--- src/rtl/mycpu_pkg.sv ---
// Shared types for the mycpu trace buffer: capture states, trigger modes and
// the packed trace entry layout {ts, iom, wen, a, d} at default widths.
package mycpu_pkg;

  localparam int unsigned TRACE_AW  = 16;
  localparam int unsigned TRACE_DW  = 16;
  localparam int unsigned TRACE_TSW = 16;

  typedef enum logic [1:0] {
    ST_IDLE = 2'd0,
    ST_PRE  = 2'd1,
    ST_POST = 2'd2,
    ST_DONE = 2'd3
  } trace_state_t;

  typedef enum logic [1:0] {
    TRIG_MANUAL     = 2'd0,
    TRIG_ADDR_MATCH = 2'd1,
    TRIG_IO_WRITE   = 2'd2,
    TRIG_ANY_WRITE  = 2'd3
  } trig_mode_t;

  typedef struct packed {
    logic [TRACE_TSW-1:0] ts;
    logic                 iom;
    logic                 wen;
    logic [TRACE_AW-1:0]  a;
    logic [TRACE_DW-1:0]  d;
  } trace_entry_t;

endpackage

--- src/rtl/mycpu_trace_mem.sv ---
// Simple dual-port trace RAM: one write port, one registered read port.
// No reset on the array so a memory macro can replace it directly.
module mycpu_trace_mem #(
  parameter int unsigned DEPTH = 64,
  parameter int unsigned EW    = 50,
  localparam int unsigned PW   = $clog2(DEPTH)
) (
  input  logic          clk,
  input  logic          i_we,
  input  logic [PW-1:0] i_waddr,
  input  logic [EW-1:0] i_wdata,
  input  logic          i_re,
  input  logic [PW-1:0] i_raddr,
  output logic [EW-1:0] o_rdata
);

  logic [EW-1:0] r_mem [DEPTH];
  logic [EW-1:0] r_q;

  // Read-before-write: a same-slot read returns the old contents.
  always_ff @(posedge clk) begin
    if (i_we) r_mem[i_waddr] <= i_wdata;
    if (i_re) r_q <= r_mem[i_raddr];
  end

  assign o_rdata = r_q;

endmodule

--- src/rtl/mycpu_trace_buffer.sv ---
// Bus-trace recorder: snoops the CPU bus into a circular buffer, stops after a
// programmable trigger plus post-trigger entries, read back by relative index.
module mycpu_trace_buffer
  import mycpu_pkg::*;
#(
  parameter int unsigned AW    = 16,
  parameter int unsigned DW    = 16,
  parameter int unsigned DEPTH = 64,
  parameter int unsigned TSW   = 16,
  localparam int unsigned PW   = $clog2(DEPTH),
  localparam int unsigned EW   = TSW + 2 + AW + DW
) (
  input  logic          clk,
  input  logic          rst_n,
  input  logic [AW-1:0] a_in,
  input  logic [DW-1:0] d_in,
  input  logic          wen_in,
  input  logic          iom_in,
  input  logic          arm_in,
  input  logic          filter_in,
  input  logic [1:0]    trig_mode_in,
  input  logic [AW-1:0] trig_addr_in,
  input  logic          manual_trig_in,
  input  logic [PW:0]   post_count_in,
  input  logic          rd_en_in,
  input  logic [PW-1:0] rd_idx_in,
  output logic [EW-1:0] rd_data_out,
  output logic          rd_valid_out,
  output logic [1:0]    state_out,
  output logic [PW:0]   count_out,
  output logic [PW-1:0] trig_idx_out
);

  localparam logic [PW:0]   DEPTH_V  = (PW+1)'(DEPTH);
  localparam logic [PW:0]   DEPTH_M1 = (PW+1)'(DEPTH - 1);
  localparam logic [PW-1:0] LAST_IDX = PW'(DEPTH - 1);

  trace_state_t  r_state;
  logic [PW-1:0] r_wr_ptr;
  logic [PW:0]   r_count;
  logic [TSW-1:0] r_ts;
  logic [PW-1:0] r_post_left;
  logic [PW-1:0] r_post_cfg;
  logic [PW-1:0] r_trig_idx;
  logic          r_rd_valid;
  logic          r_rd_zero;

  logic          w_capturing;
  logic          w_qual;
  logic          w_hit;
  logic          w_full;
  logic [PW-1:0] w_post_clamp;
  logic [PW-1:0] w_oldest;
  logic [PW-1:0] w_rd_addr;
  logic          w_rd_oor;
  logic [EW-1:0] w_wdata;
  logic [EW-1:0] w_mem_q;

  assign w_capturing  = (r_state == ST_PRE) || (r_state == ST_POST);
  assign w_qual       = w_capturing && !arm_in && (!filter_in || !wen_in || iom_in);
  assign w_full       = (r_count == DEPTH_V);
  assign w_post_clamp = (post_count_in > DEPTH_M1) ? LAST_IDX : post_count_in[PW-1:0];
  assign w_oldest     = r_wr_ptr - r_count[PW-1:0];
  assign w_rd_addr    = w_oldest + rd_idx_in;
  assign w_rd_oor     = ({1'b0, rd_idx_in} >= r_count);
  assign w_wdata      = {r_ts, iom_in, wen_in, a_in, d_in};

  // Trigger qualification by mode; only consulted on qualified PRE cycles.
  always_comb begin
    w_hit = 1'b0;
    case (trig_mode_t'(trig_mode_in))
      TRIG_MANUAL:     w_hit = manual_trig_in;
      TRIG_ADDR_MATCH: w_hit = (a_in == trig_addr_in);
      TRIG_IO_WRITE:   w_hit = iom_in && !wen_in;
      TRIG_ANY_WRITE:  w_hit = !wen_in;
      default:         w_hit = 1'b0;
    endcase
  end

  // Capture FSM, pointers and timestamp. The trigger index is tracked
  // relative to the oldest entry and slides down whenever the oldest is evicted.
  always_ff @(posedge clk or negedge rst_n) begin
    if (!rst_n) begin
      r_state     <= ST_IDLE;
      r_wr_ptr    <= '0;
      r_count     <= '0;
      r_ts        <= '0;
      r_post_left <= '0;
      r_post_cfg  <= '0;
      r_trig_idx  <= '0;
    end else if (arm_in) begin
      r_state     <= ST_PRE;
      r_wr_ptr    <= '0;
      r_count     <= '0;
      r_ts        <= '0;
      r_post_left <= '0;
      r_post_cfg  <= w_post_clamp;
      r_trig_idx  <= '0;
    end else if (w_capturing) begin
      r_ts <= r_ts + TSW'(1);
      if (w_qual) begin
        r_wr_ptr <= r_wr_ptr + PW'(1);
        if (!w_full) r_count <= r_count + (PW+1)'(1);
        if (r_state == ST_PRE) begin
          if (w_hit) begin
            r_trig_idx <= w_full ? LAST_IDX : r_count[PW-1:0];
            if (r_post_cfg == '0) begin
              r_state <= ST_DONE;
            end else begin
              r_state     <= ST_POST;
              r_post_left <= r_post_cfg;
            end
          end
        end else begin
          if (w_full) r_trig_idx <= r_trig_idx - PW'(1);
          r_post_left <= r_post_left - PW'(1);
          if (r_post_left == PW'(1)) r_state <= ST_DONE;
        end
      end
    end
  end

  // Read side: one-cycle latency, out-of-range indices read as zero.
  always_ff @(posedge clk or negedge rst_n) begin
    if (!rst_n) begin
      r_rd_valid <= 1'b0;
      r_rd_zero  <= 1'b1;
    end else begin
      r_rd_valid <= rd_en_in;
      if (rd_en_in) r_rd_zero <= w_rd_oor;
    end
  end

  mycpu_trace_mem #(
    .DEPTH (DEPTH),
    .EW    (EW)
  ) u_mem (
    .clk     (clk),
    .i_we    (w_qual),
    .i_waddr (r_wr_ptr),
    .i_wdata (w_wdata),
    .i_re    (rd_en_in),
    .i_raddr (w_rd_addr),
    .o_rdata (w_mem_q)
  );

  assign rd_data_out  = r_rd_zero ? '0 : w_mem_q;
  assign rd_valid_out = r_rd_valid;
  assign state_out    = r_state;
  assign count_out    = r_count;
  assign trig_idx_out = r_trig_idx;

endmodule
--- config.mk ---
export PLATFORM = sky130hd
export DESIGN_NAME = mycpu_trace_buffer
export DESIGN_NICKNAME = d
export VERILOG_FILES = /design/src/rtl/mycpu_pkg.sv /design/src/rtl/mycpu_trace_mem.sv /design/src/rtl/mycpu_trace_buffer.sv
export SDC_FILE = /design/constraint.sdc
export NUM_CORES = 2
export LEC_CHECK = 0
export CORE_AREA = 2 2 534 536
export CTS_CLUSTER_DIAMETER = 150
export DETAILED_ROUTE_END_ITERATION = 16
export DIE_AREA = 0 0 536 538
export SLEW_MARGIN = 20
export SYNTH_ARGS = -nofsm -noshare
export SYNTH_HDL_FRONTEND = slang
export SYNTH_SLANG_ARGS = --single-unit
--- constraint.sdc ---
create_clock -name clk -period 6.1 [get_ports clk]
set_input_delay 1.83 -clock clk [delete_from_list [all_inputs] [get_ports clk]]
set_output_delay 1.83 -clock clk [all_outputs]
set_load 0.03 [all_outputs]
==> results.sh <==
export IMPL_cpPeakStageDelay_ns=0.84
export IMPL_pre_cts_slack_ns=-0.0695
export IMPL_power_density_mw_per_mm2=596
export IMPL_ys_ff_latch=3301
export IMPL_min_to="r_post_cfg[3]"
export IMPL_yosysUniqueCellTypes=49
export IMPL_grt_start_max_net_pins=70
export IMPL_drtIter0Drc=8870
export IMPL_critPathMaxFanout=49
export IMPL_worst_slew_pin_slew_ns=1.17
export IMPL_maxSlewViolCount=0
export IMPL_cts_post_setup_buffers_inserted=0
export IMPL_cap_violations=0
export IMPL_core_area_mm2=0.283
export IMPL_ys_seq_area_share_pct=78.0
export IMPL_cp_arrival_ns=5.91
export IMPL_area_delta_synth_final_pct=16.0
export IMPL_worstSetupStartpointType="input pin"
export IMPL_ant_nets=0
export IMPL_max_clock_freq_ghz=0.189
export IMPL_required_ns=6.71
export IMPL_globalplace_congestion=0.778
export IMPL_layout_drive_gt1_share_pct=32.6
export IMPL_netlist_instances=5154
export IMPL_avgSynthCellArea_um2=24.6
export IMPL_start_util_pct=44.8
export IMPL_die_h_um=538
export IMPL_leakage_nw=46.6
export IMPL_ir_drop_mv=0.723
export IMPL_critPathLaunch="rd_idx_in[1]"
export IMPL_pin_count=137
export IMPL_finalSetupViolations=0
export IMPL_antenna_found_initial=26
export IMPL_cts_tree="yes"
export IMPL_rsz0062_at_grt="false"
export IMPL_die_width_um=536
export IMPL_synth_edf_count=3250
export IMPL_r2r_end="u_mem.o_rdata[17]"
export IMPL_firstDrtPassIters=6
export IMPL_power_mw=87.8
export IMPL_clk_path_buf_depth=4
export IMPL_grt_use_total_pct=25.2
export IMPL_fp_row_count=196
export IMPL_clock_skew_ns=0.0553
export IMPL_cp_end_kind="flop"
export IMPL_cts_sinks=3301
export IMPL_worstPathCellList="clkdlybuf4s50_1 > inv_1 > fa_1 > fa_4 > buf_12 > buf_12 > buf_4 > mux4_2 > mux4_2 > mux2i_1 > mux2i_1"
export IMPL_viasPerCell=6.27
export IMPL_final_cells=9804
export IMPL_min_path_cells=1
export IMPL_grt_pass1_wl_um=498000
export IMPL_wirelength_um=364000
export IMPL_nets=5853
export IMPL_clock_latency_ns=0.90
export IMPL_min_from="r_post_cfg[3]"
export IMPL_cts_hold_buffers=0
export IMPL_routedWlPerCell_um=37.1
export IMPL_hold_ws_ns=0.521
export IMPL_reg2reg_slack_ns=1.71
export IMPL_cts_root_buf="clkbuf_16"
export IMPL_synthArstFlopShare_pct=1.54
export IMPL_path_buf_inv=5
export IMPL_cts_htree_levels=5
export IMPL_cts_resized=0
export IMPL_layout_min_cycle_time_ns=5.30
export IMPL_drc=0
export IMPL_hp_class="flop to flop"
export IMPL_rr_worst_depth=13
export IMPL_synth_warnings=0
export IMPL_cp_top_family="buffers and inverters"
export IMPL_min_period_over_period_pct=86.8
export IMPL_worst_slew_margin_rel_pct=21.9
export IMPL_worst_path_max_delay_cell="fa_4"
export IMPL_grt_pass1_vias=61067
export IMPL_grt_overflow=0
export IMPL_io_buffer_count=136
export IMPL_hold_violations=0
export IMPL_syn_area_mm2=0.127
export IMPL_vias=61459
export IMPL_fillers=21523
export IMPL_cts_buffers=343
export IMPL_dp_cells=9172
export IMPL_finish_utilization_pct=51.9
export IMPL_synthFlopType="edfxtp_1"
export IMPL_detailed_place_hpwl_um=193000
export IMPL_die_area_mm2=0.288
export IMPL_rr_startpoint="r_wr_ptr[0]"
export IMPL_syn_nets=5250
export IMPL_finalWorstSetupSlack_ns=0.804
export IMPL_clk_pin_slew_ns=0.06
export IMPL_outcome="complete, no violations"
export IMPL_crit_type="input pin to flop"
==> worst max path at each step <==
stage	end	slack, ns	cells past startpoint
CTS	u_mem.o_rdata[17]	0.86	11
finish	u_mem.o_rdata[17]	0.80	11
global placement	u_mem.o_rdata[45]	-0.09	11
global route	u_mem.o_rdata[17]	0.72	11
detailed placement	u_mem.o_rdata[17]	-0.07	11
floorplan	u_mem.r_mem[38][0]	0.61	6
==> placed cells by master (no fill, tap or decap), drive strengths merged, types with 6 or more instances in the layout <==
cell           netlist  routed
nor2b               57      57
xor2                31      31
o22a                 7       7
a21oi               18      18
mux4              1000    1000
dfrtp               50      50
clkbuf             129     419
mux2i              153     153
bufinv               0      24
or3                  6       6
nand2               19      19
nand4                8       8
nor2               113     113
nor3                 7       7
inv                 35      49
o21ai               16      16
buf                129     417
nand3               17      17
xnor2               24      24
ha                  20      20
a31oi               11      11
edfxtp            3250    3250
clkinv               2     140
diode                0      25
clkdlybuf4s50        0      99
clkinvlp             0      10
==> kinds of logic (layout without fill, tap and decap cells) <==
kind of cell / Yosys count / in the layout / share of synthesized area [%]
mux: 1153 / 1153 / 19.0
buf+inv: 295 / 1158 / 1.07
compound gates: 71 / 71 / 0.356
simple gates: 254 / 254 / 0.983
flops: 3301 / 3301 / 78.0
other cells: 0 / 25 / 0
xor+xnor: 55 / 55 / 0.380
fa+ha+maj: 25 / 25 / 0.276
==> synthesized netlist by cell type, types with 2 or more instances <==
master	count	area [um^2]
o21ai_1	2	10.0
nand2_1	19	71.3
and3_1	5	31.3
a21oi_1	18	90.1
and4_1	2	17.5
nor2_1	113	424
nor3b_1	3	22.5
mux4_2	1000	22500
o21ai_0	14	70.1
clkbuf_1	129	484
mux2i_1	153	1530
buf_4	20	150
or4_1	2	15.0
buf_2	98	490
edfxtp_1	3250	97600
dfrtp_1	50	1250
buf_6	7	78.8
nor2b_1	57	357
nand2b_1	3	18.8
or3_1	6	37.5
xor2_1	31	272
buf_1	4	15.0
or2_2	2	12.5
a21o_1	5	37.5
clkinv_1	2	7.51
o2bb2ai_1	5	43.8
a31oi_1	11	68.8
o22a_1	7	61.3
inv_1	35	131
xnor2_1	24	210
nor4_1	4	25.0
nand3_1	17	85.1
ha_1	20	250
and2_1	3	18.8
o21a_1	2	15.0
nand4_1	8	50.1
nor3_1	7	35.0
fa_1	5	100
==> report_power, final <==
part | switching, mW | internal [mW] | leakage (nW) | total, mW
Combinational | 19.4 | 22.1 | 11.2 | 41.4
Sequential | 0.436 | 25.8 | 30.2 | 26.2
Clock | 8.59 | 11.5 | 5.20 | 20.1
Total | 28.4 | 59.4 | 46.6 | 87.8
==> sequential cells by signal (all words and copies together), names as in the netlist <==
name	count
r_post_cfg	6
trig_idx_out	6
count_out	7
u_mem.o_rdata	50
u_mem.r_mem	3200
r_wr_ptr	6
state_out	2
r_rd_zero	1
rd_valid_out	1
r_ts	16
r_post_left	6
==> area by class of cell <==
type | count | area (um^2) | area share, %
Clock buffer | 419 | 9030 | 6.14
Tap cell | 3762 | 4710 | 3.20
Sequential cell | 3301 | 98900 | 67.2
Clock inverter | 186 | 1610 | 1.09
Timing Repair Buffer | 516 | 5560 | 3.78
Inverter | 37 | 139 | 0.0944
Antenna cell | 25 | 62.6 | 0.0425
Multi-Input combinational cell | 1558 | 27200 | 18.5
==> worst register-to-register path, stage by stage, from the launching register on <==
cell and delay [ns]:
dfrtp_1 0.49, inv_1 0.16, ha_1 0.29, inv_1 0.09, ha_4 0.13, inv_1 0.05, fa_4 0.88, buf_12 0.20
buf_12 0.35, buf_4 0.26, mux4_2 0.30, mux4_2 0.49, mux2i_1 0.31, mux2i_1 0.12
==> through the flow <==
step,area [um^2],setup TNS (ns)
CTS,147000,0
global placement,136000,-0.297
finish,147000,0
detailed placement,136000,-0.0765
floorplan,127000,0
global route,147000,0
==> metal layers <==
metal | wire length, um | up-vias | track usage, %
li1 | - | 23472 | -
met1 | 146000 | 34177 | 36.3
met2 | 175000 | 3288 | 40.3
met3 | 32400 | 514 | 3.95
met4 | 10200 | 8 | 7.08
met5 | 87 | - | 0.132
No activity file was read; power rests on OpenSTA's default activity.
